==> src/rtl/queen_pkg.sv <==
// Shared types and constants for the 8-queen backtracking solver.
// Stack entries carry {row, col}, with the row in the upper half.
package queen_pkg;

  localparam int N       = 8;
  localparam int COORD_W = 3;
  localparam int SIZE    = 2 * COORD_W;
  localparam int COUNT_W = 7;

  typedef enum logic [3:0] {
    IDLE,
    CHECK,
    PUSH,
    PUSH_WAIT,
    POP,
    POP_WAIT,
    FOUND,
    DONE,
    ERROR
  } state_t;

  function automatic logic [SIZE-1:0] pack_entry(input logic [COORD_W-1:0] row,
                                                 input logic [COORD_W-1:0] col);
    return {row, col};
  endfunction

  function automatic logic [COORD_W-1:0] entry_row(input logic [SIZE-1:0] entry);
    return entry[SIZE-1:COORD_W];
  endfunction

  function automatic logic [COORD_W-1:0] entry_col(input logic [SIZE-1:0] entry);
    return entry[COORD_W-1:0];
  endfunction

endpackage

==> src/rtl/queen_conflict_check.sv <==
// Combinational attack test of a candidate (row, col) against the queens
// already placed on rows strictly above it.
module queen_conflict_check
  import queen_pkg::*;
(
  input  logic [N*COORD_W-1:0] board,
  input  logic [COORD_W-1:0]   row,
  input  logic [COORD_W-1:0]   col,
  output logic                 conflict
);

  logic [N-1:0] hit;

  for (genvar r = 0; r < N; r++) begin : g_row
    logic [COORD_W-1:0] placed;
    logic [COORD_W-1:0] row_dist;
    logic [COORD_W-1:0] col_dist;

    assign placed   = board[COORD_W*r +: COORD_W];
    assign row_dist = row - COORD_W'(r);
    assign col_dist = (col >= placed) ? (col - placed) : (placed - col);
    // Rows at or below the candidate hold stale data and are masked off.
    assign hit[r]   = (COORD_W'(r) < row) && ((placed == col) || (row_dist == col_dist));
  end

  assign conflict = |hit;

endmodule

==> src/rtl/queen_solver.sv <==
// Backtracking controller: walks the search tree one candidate per cycle,
// pushing accepted placements onto an external stack and popping on dead ends.
module queen_solver
  import queen_pkg::*;
(
  input  logic                 clk,
  input  logic                 reset,
  input  logic                 start,
  input  logic                 next,
  output logic                 stk_push,
  output logic                 stk_pop,
  output logic [SIZE-1:0]      stk_bus_out,
  input  logic [SIZE-1:0]      stk_bus_in,
  input  logic                 stk_ready,
  input  logic                 stk_overflow,
  input  logic                 stk_underflow,
  output logic                 busy,
  output logic                 found,
  output logic                 done,
  output logic                 error,
  output logic [N*COORD_W-1:0] solution,
  output logic [COUNT_W-1:0]   sol_count
);

  localparam logic [COORD_W:0]   COL_END   = (COORD_W+1)'(N);
  localparam logic [COORD_W:0]   COL_ONE   = (COORD_W+1)'(1);
  localparam logic [COORD_W-1:0] ROW_LAST  = COORD_W'(N-1);
  localparam logic [COORD_W-1:0] ROW_ONE   = COORD_W'(1);
  localparam logic [COUNT_W-1:0] COUNT_MAX = '1;
  localparam logic [COUNT_W-1:0] COUNT_ONE = COUNT_W'(1);

  state_t              state;
  logic [COORD_W-1:0]  row;
  logic [COORD_W:0]    col;
  logic [N*COORD_W-1:0] board;
  logic                conflict;
  logic                col_end;

  assign col_end = (col == COL_END);

  queen_conflict_check u_conflict (
    .board    (board),
    .row      (row),
    .col      (col[COORD_W-1:0]),
    .conflict (conflict)
  );

  // Handshake: a push or pop is issued only in a cycle where stk_ready is
  // high, and is a single-cycle pulse; the result (flags, pop data) is taken
  // in the first later cycle where stk_ready is high again.
  assign stk_push    = (state == PUSH) && stk_ready;
  assign stk_pop     = (state == POP) && stk_ready;
  assign stk_bus_out = pack_entry(row, col[COORD_W-1:0]);

  assign found    = (state == FOUND);
  assign done     = (state == DONE);
  assign error    = (state == ERROR);
  assign busy     = !((state == IDLE) || (state == FOUND) || (state == DONE) || (state == ERROR));
  assign solution = board;

  always_ff @(posedge clk) begin
    if (!reset) begin
      state     <= IDLE;
      row       <= '0;
      col       <= '0;
      board     <= '0;
      sol_count <= '0;
    end else begin
      case (state)
        IDLE, DONE: begin
          if (start) begin
            row       <= '0;
            col       <= '0;
            sol_count <= '0;
            state     <= CHECK;
          end
        end
        CHECK: begin
          if (col_end) begin
            state <= (row == '0) ? DONE : POP;
          end else if (conflict) begin
            col <= col + COL_ONE;
          end else begin
            state <= PUSH;
          end
        end
        PUSH: begin
          if (stk_ready) begin
            board[COORD_W*row +: COORD_W] <= col[COORD_W-1:0];
            state                         <= PUSH_WAIT;
          end
        end
        PUSH_WAIT: begin
          if (stk_ready) begin
            if (stk_overflow) begin
              state <= ERROR;
            end else if (row == ROW_LAST) begin
              state <= FOUND;
              if (sol_count != COUNT_MAX) sol_count <= sol_count + COUNT_ONE;
            end else begin
              row   <= row + ROW_ONE;
              col   <= '0;
              state <= CHECK;
            end
          end
        end
        FOUND: begin
          if (next) state <= POP;
        end
        POP: begin
          if (stk_ready) state <= POP_WAIT;
        end
        POP_WAIT: begin
          if (stk_ready) begin
            if (stk_underflow) begin
              state <= ERROR;
            end else begin
              // Resume one column past the queen that was just lifted.
              row   <= entry_row(stk_bus_in);
              col   <= {1'b0, entry_col(stk_bus_in)} + COL_ONE;
              state <= CHECK;
            end
          end
        end
        ERROR: state <= ERROR;
        default: state <= IDLE;
      endcase
    end
  end

endmodule

==> config.mk <==
export PLATFORM = sky130hd
export DESIGN_NAME = queen_solver
export DESIGN_NICKNAME = d
export VERILOG_FILES = /design/src/rtl/queen_pkg.sv /design/src/rtl/queen_conflict_check.sv /design/src/rtl/queen_solver.sv
export SDC_FILE = /design/constraint.sdc
export NUM_CORES = 1
export LEC_CHECK = 0
export CORE_MARGIN = 2
export CORE_UTILIZATION = 45
export CTS_BUF_LIST = sky130_fd_sc_hd__clkbuf_16
export DETAILED_ROUTE_END_ITERATION = 12
export GPL_TIMING_DRIVEN = 0
export PLACE_DENSITY = 0.67
export SLEW_MARGIN = 20
export SYNTH_ARGS = -nofsm -noshare
export SYNTH_HDL_FRONTEND = slang
export SYNTH_SLANG_ARGS = --single-unit
==> constraint.sdc <==
create_clock -name clk -period 4.8 [get_ports clk]
set_input_delay 1.44 -clock clk [delete_from_list [all_inputs] [get_ports clk]]
set_output_delay 1.44 -clock clk [all_outputs]
set_load 0.02 [all_outputs]
## Yosys cells after proc, flatten, opt, wreduce, memory -nomap -nowiden

Cells that the tools add are included.

| word-level totals | value |
|---|---|
| register bits | 42 |
| input port bits | 13 |
| word-level logic and storage cells | 171 |

| operators by class | value |
|---|---|
| add/sub/neg operators | 28 |
| multiply operators | 1 |
| $lt $le $gt $ge | 16 |
| equal/unequal tests | 41 |
| shifts and indexed selects | 2 |
| mux-type cells | 44 |
| reduce and logical (&&, ||, !) cells | 34 |

Operators with widths:

| kind | count |
|---|---|
| $mux W4 | 18 |
| $eq A3 B3 Y1 | 16 |
| $sub A3 B3 Y3 | 16 |
| $mux W3 | 15 |
| $mux W7 | 5 |
| $neg A5 Y34 | 1 |
| $shift A3 B34 Y24 const A | 1 |
| $shiftx A3 B34 Y24 | 1 |
| $pmux W4 S8 | 1 |
| $ne A2 B2 Y1 const B | 13 |
| $bwmux W24 | 1 |
| $ge A3 B3 Y1 | 8 |
| $eq A4 B3 Y1 const B | 4 |
| $pmux W4 S4 | 1 |
| $pmux W7 S2 | 1 |
| $reduce_and A7 Y1 | 2 |
| $lt A3 B3 Y1 const A | 4 |
| $sub A3 B3 Y3 const B | 4 |
| $logic_or A1 B1 Y1 | 11 |
| $logic_and A1 B1 Y1 | 10 |
| $pmux W3 S3 | 1 |
| $reduce_and A9 Y1 | 1 |
| $eq A4 B2 Y1 const B | 2 |
| $eq A4 B4 Y1 const B | 2 |
| 24 further kinds | 27 |

## Longest topological paths before layout

| depth | value |
|---|---|
| depth after elaboration | 9 |
| gate-level depth with buffers | 13 |
| mapped depth without buffers | 13 |

## By module

A second synthesis with hierarchy kept.

| second synthesis, totals | value |
|---|---|
| cells, all modules | 575 |
| area, all modules | 4659.5 um2 |

Modules (own cells, without submodules):

| module | instances | cells each | area each (um2) |
|---|---|---|---|
| queen_solver | 1 | 300 | 2424.8 |
| queen_conflict_check | 1 | 275 | 2234.6 |

## Worst setup path before layout

No wires, ideal clock.

| timing | value |
|---|---|
| path kind | reg2reg |
| start | reg col[1] |
| end | reg col[3] |
| setup time | 0.132 ns |
| data arrival time | 4.146 ns |
| required time | 4.668 ns |
| path slack | 0.523 ns |
| cell stages (with the launch flop) | 12 |
| path buffers | 0 |
| clock period less this slack | 4.277 ns |
| cell sequence | dfxtp_1 inv_1 fa_1 or4b_2 a21oi_1 a311oi_2 xnor2_1 a311oi_2 o221ai_2 o41a_4 mux2i_1 a21oi_1 |

| on the way | value |
|---|---|
| cells in the longest elaborated chain, start to end | 8 |
| elaborated cells on any way between the ends | 73 |
| classes of those cells | add/sub: 17; order compare: 8; eq/ne: 19; mux: 11; reduce/logical: 18 |

Ends and longest elaborated chain:

| what | RTL line | source |
|---|---|---|
| start: declaration | queen_solver.sv:34 | `logic [COORD_W:0] col;` |
| start signal: assignment | queen_solver.sv:82 | `col <= col + COL_ONE;` |
| start signal: assignment | queen_solver.sv:120 | `col <= {1'b0, entry_col(stk_bus_in)} + COL_ONE;` |
| $sub A3 B3 Y3 / $ge A3 B3 Y1 (equally long branches) | queen_conflict_check.sv:21 | `assign col_dist = (col >= placed) ? (col - placed) : (placed - col);` |
| $mux W3 | queen_conflict_check.sv:21 |  |
| $eq A3 B3 Y1 | queen_conflict_check.sv:23 | `assign hit[r] = (COORD_W'(r) < row) && ((placed == col) \|\| (row_dist == col_dist));` |
| $logic_or A1 B1 Y1 | queen_conflict_check.sv:23 |  |
| $logic_and A1 B1 Y1 | queen_conflict_check.sv:23 |  |
| $reduce_or A8 Y1 | queen_conflict_check.sv:26 | `assign conflict = \|hit;` |
| $ne A2 B2 Y1 (no line) | - |  |
| $reduce_and A9 Y1 (no line) | - |  |

Several ways; a longest one is shown, not always the timed one. The select of a mux whose other input is x is not followed.
A chain may end at the register's enable or synchronous reset.

## Worst setup path in the final report

| timing | value |
|---|---|
| start | reg col[1] |
| end | reg col[2] |

Same word-level chain as after synthesis.

==> flow_summary_export.csv <==
group,metric,value,unit
status,outcome,"finished clean",
yosys,synth_nets,616,
worst_setup_path,path_max_fanout,24,
worst_setup_path,crit_chain,"clkinvlp_4 > fa_1 > or4b_2 > a21oi_1 > a311oi_2 > xnor2_1 > a311oi_2 > o221ai_2 > o41a_4 > nand2b_4 > a21oi_2",
worst_setup_path,reg2reg_slack,0.37,ns
sta,timing.fmax,225.5,MHz
worst_setup_path,crit_end,"col[2]$_SDFFE_PN0P_",
power_and_ir_drop,p_leak,2.111,nW
sta,final-setup-viol-count,0,
yosys,async_flop_share,0,%
floorplan,floorplan.initialDensity,45.92,%
clock_network,cts_sinks,42,
floorplan,die-area,10650,um^2
detailed_routing,wl_per_cell,15.58,um
yosys,syn_area,4427,um^2
worst_setup_path,crit_path_end_kind,"flop",
clock_network,cts_root_buf,"clkbuf_16",
power_and_ir_drop,powerDensity,390.4,nW/um^2
power_and_ir_drop,irDropWorstVdd,0.2094,mV
yosys,synth_cell_types,65,
clock_network,clock_latency,0.29,ns
sta,fin_skew,0.002148,ns
cells_and_area,fin_nets,679,
clock_network,post_cts_buffers,0,
place,hpwlAfterDp,8.452,mm
yosys,synth.area.top_cells,"dfxtp_1, ha_1, fa_1, mux2i_1, inv_1",
cells_and_area,n_antenna_cell,0,
detailed_routing,vias_per_cell,5.381,
sta,timing.hold.ws,0.4734,ns
worst_setup_path,path_buf_inv,1,
global_route,grt_overflow,0,
worst_setup_path,cp_top_family,"compound AO/OA/AOI/OAI gates",
yosys,yosys.area.top_type_share,18.99,%
yosys,synth_warnings,0,
detailed_routing,wl_met1,5.148,mm
place,placed_cells,719,
worst_setup_path,start_kind,"flop",
worst_setup_path,r2r_start,"col[1]$_SDFFE_PN0P_",
clock_network,htree_levels,2,
worst_setup_path,cp-startpoint,"col[1]$_SDFFE_PN0P_",
detailed_routing,routed_wl,11.32,mm
worst_setup_path,cp.depth,11,
detailed_routing,routed-wl-met2,5.509,mm
sta,drv_slew,0,
detailed_routing,wl_met3,495,um
floorplan,row_count,36,
cells_and_area,utilization,54.92,%
clock_network,cts.path.max_buffers,2,
yosys,avgSynthCellArea,8.337,um^2
worst_setup_path,cp_slowest_stage_delay,0.85,ns
clock_network,tritoncts,"built",
yosys,ys_seq_area_share,18.99,%
floorplan,fp.dieH,103.2,um
sta,rsz0062_at_grt,"false",
detailed_routing,postRouteAntennaNets,0,
global_route,grt_pass1_wl,18.26,mm
cells_and_area,layout_common_cells,"inv_1, nor2_1, ha_1",
worst_setup_path,reg2reg_depth,11,
sta,tightest_slew,0.9653,ns
clock_network,numCtsBuffers,5,
detailed_routing,drt_pass1_iterations,6,
global_route,grt.total_usage,21.86,%
global_route,grt_pass1_vias,3787,
detailed_routing,drc_errors,0,
cells_and_area,syn_to_final_growth,19.59,%
yosys,ys.flop_type,"dfxtp_1",
floorplan,core,9639,um^2
worst_hold_path,hold_path_class,"flop to flop",
place,io_buffers,55,
yosys,ys_ff_latch,42,
clock_network,clk_pin_slew,0.06,ns
sta,max-slew-margin-rel,35.56,%
worst_setup_path,critPathKind,"flop to flop",
detailed_routing,routed.top_layer,"met4",
floorplan,die_w,103.2,um
cells_and_area,drive_gt1_share,8.586,%
place,gp_congestion,0.9057,
detailed_routing,vias,3912,
job,max_cap_viol_count,0,
global_route,antenna_found_initial,0,
cells_and_area,final_common_cell,"inv_1",
worst_setup_path,crit_arrival,4.65,ns
clock_network,cts_hold_buf,0,
detailed_routing,drtIter0Drc,116,
worst_setup_path,crit_top_cell,"a311oi_2",
sta,layout_min_cycle_time,4.434,ns
floorplan,ioPinCount,56,
clock_network,cts_resized,0,
worst_setup_path,worstPathRequired,5.02,ns
yosys,synth_top_area_cell,"dfxtp_1",
sta,hold_viol,0,
worst_setup_path,rr_endpoint,"col[2]$_SDFFE_PN0P_",
global_route,grt_max_degree,24,
yosys,syn_inst,531,
cells_and_area,fillers,958,
cells_and_area,final-instance-count-excl-fill,727,
yosys,synth_edf_count,0,
worst_setup_path,critPathSlowestCell,"dfxtp_2",
sta,post-route-period-util,92.37,%
[registers in the layout, indices dropped and copies added (netlist names)]
signal     count
row            3
col            4
solution      24
state          4
sol_count      7
[cell families after synthesis]
family | synth area share, %
compound gates | 15.49
xor+xnor | 5.738
fa+ha+maj | 23.06
buf+inv | 8.338
flops | 18.99
mux | 7.745
simple gates | 20.63
[worst register-to-register path, delay by kind of cell (launching register included)]
| kind | cells | cell delay [ns] |
|---|---|---|
| flops | 1 | 0.85 |
| xor+xnor | 1 | 0.16 |
| fa+ha+maj | 1 | 0.59 |
| simple gates | 2 | 0.83 |
| compound gates | 6 | 1.30 |
| buf+inv | 1 | 0.64 |
[synthesized netlist by cell type, types with 3 or more instances]
cell type,n
inv_1,64
nor2_1,62
ha_1,56
dfxtp_1,42
a21oi_1,33
mux2i_1,32
nand2_1,25
nand3_1,19
xnor2_1,17
fa_1,16
xor2_1,12
nor3_1,10
nand4_1,9
clkbuf_1,8
nand2b_1,7
o21ai_0,7
and3_1,6
nor2b_1,6
a211oi_1,5
a22oi_1,5
a31oi_1,5
buf_2,5
nand2b_4,5
a211o_1,4
a21o_1,4
a21oi_2,4
o22ai_1,4
or4b_2,4
a311oi_2,3
and2_1,3
buf_4,3
[routing by layer]
layer  vias to the layer above  track usage, %
met5                         -               0
met3                        14           3.360
met1                      1870           27.78
met2                        91           38.76
li1                       1937               -
met4                         0           5.668
[how the worst min path moves through the flow]
stage / start / to / slack [ns] / cells past startpoint
CTS: solution[17]$_SDFFE_PN0P_ / solution[17]$_SDFFE_PN0P_ / 0.48 / 2
detailed placement: solution[17]$_SDFFE_PN0P_ / solution[17]$_SDFFE_PN0P_ / 0.47 / 2
finish: solution[17]$_SDFFE_PN0P_ / solution[17]$_SDFFE_PN0P_ / 0.47 / 2
floorplan: col[3]$_SDFFE_PN0P_ / col[3]$_SDFFE_PN0P_ / 0.46 / 2
global placement: solution[5]$_SDFFE_PN0P_ / solution[5]$_SDFFE_PN0P_ / 0.47 / 2
global route: solution[17]$_SDFFE_PN0P_ / solution[17]$_SDFFE_PN0P_ / 0.51 / 2
[final cells by class]
| type | instances | area [um^2] | share of cell area, % |
|---|---|---|---|
| multi-input cells | 402 | 3217 | 60.77 |
| flip-flops and latches | 42 | 842.1 | 15.91 |
| repair buffers | 55 | 550.5 | 10.40 |
| inverters | 66 | 251.5 | 4.751 |
| well taps | 133 | 166.4 | 3.143 |
| clock buffers | 5 | 125.1 | 2.364 |
| plain buffers | 21 | 121.4 | 2.293 |
| clock inverters | 2 | 15.01 | 0.2836 |
| repair inverters | 1 | 5.005 | 0.09454 |
[metrics by stage]
step	setup slack [ns]	power, mW	area (um^2)	setup TNS (ns)
after floorplan	0.5228	1.398	4427	0
after global placement	-0.4046	1.696	5144	-2.228
after detailed placement	0.2472	1.716	5145	0
after CTS	0.2315	2.067	5285	0
after global routing	0.1625	2.214	5294	0
final	0.3663	2.067	5294	0
[report_power, final]
| group | leakage, nW | total (mW) | internal, mW | switching, mW |
|---|---|---|---|---|
| combinational | 1.71 | 1.29 | 0.554 | 0.737 |
| clock | 0.0619 | 0.341 | 0.190 | 0.151 |
| sequential | 0.340 | 0.435 | 0.375 | 0.0597 |
(Power assumes the default switching activity.)
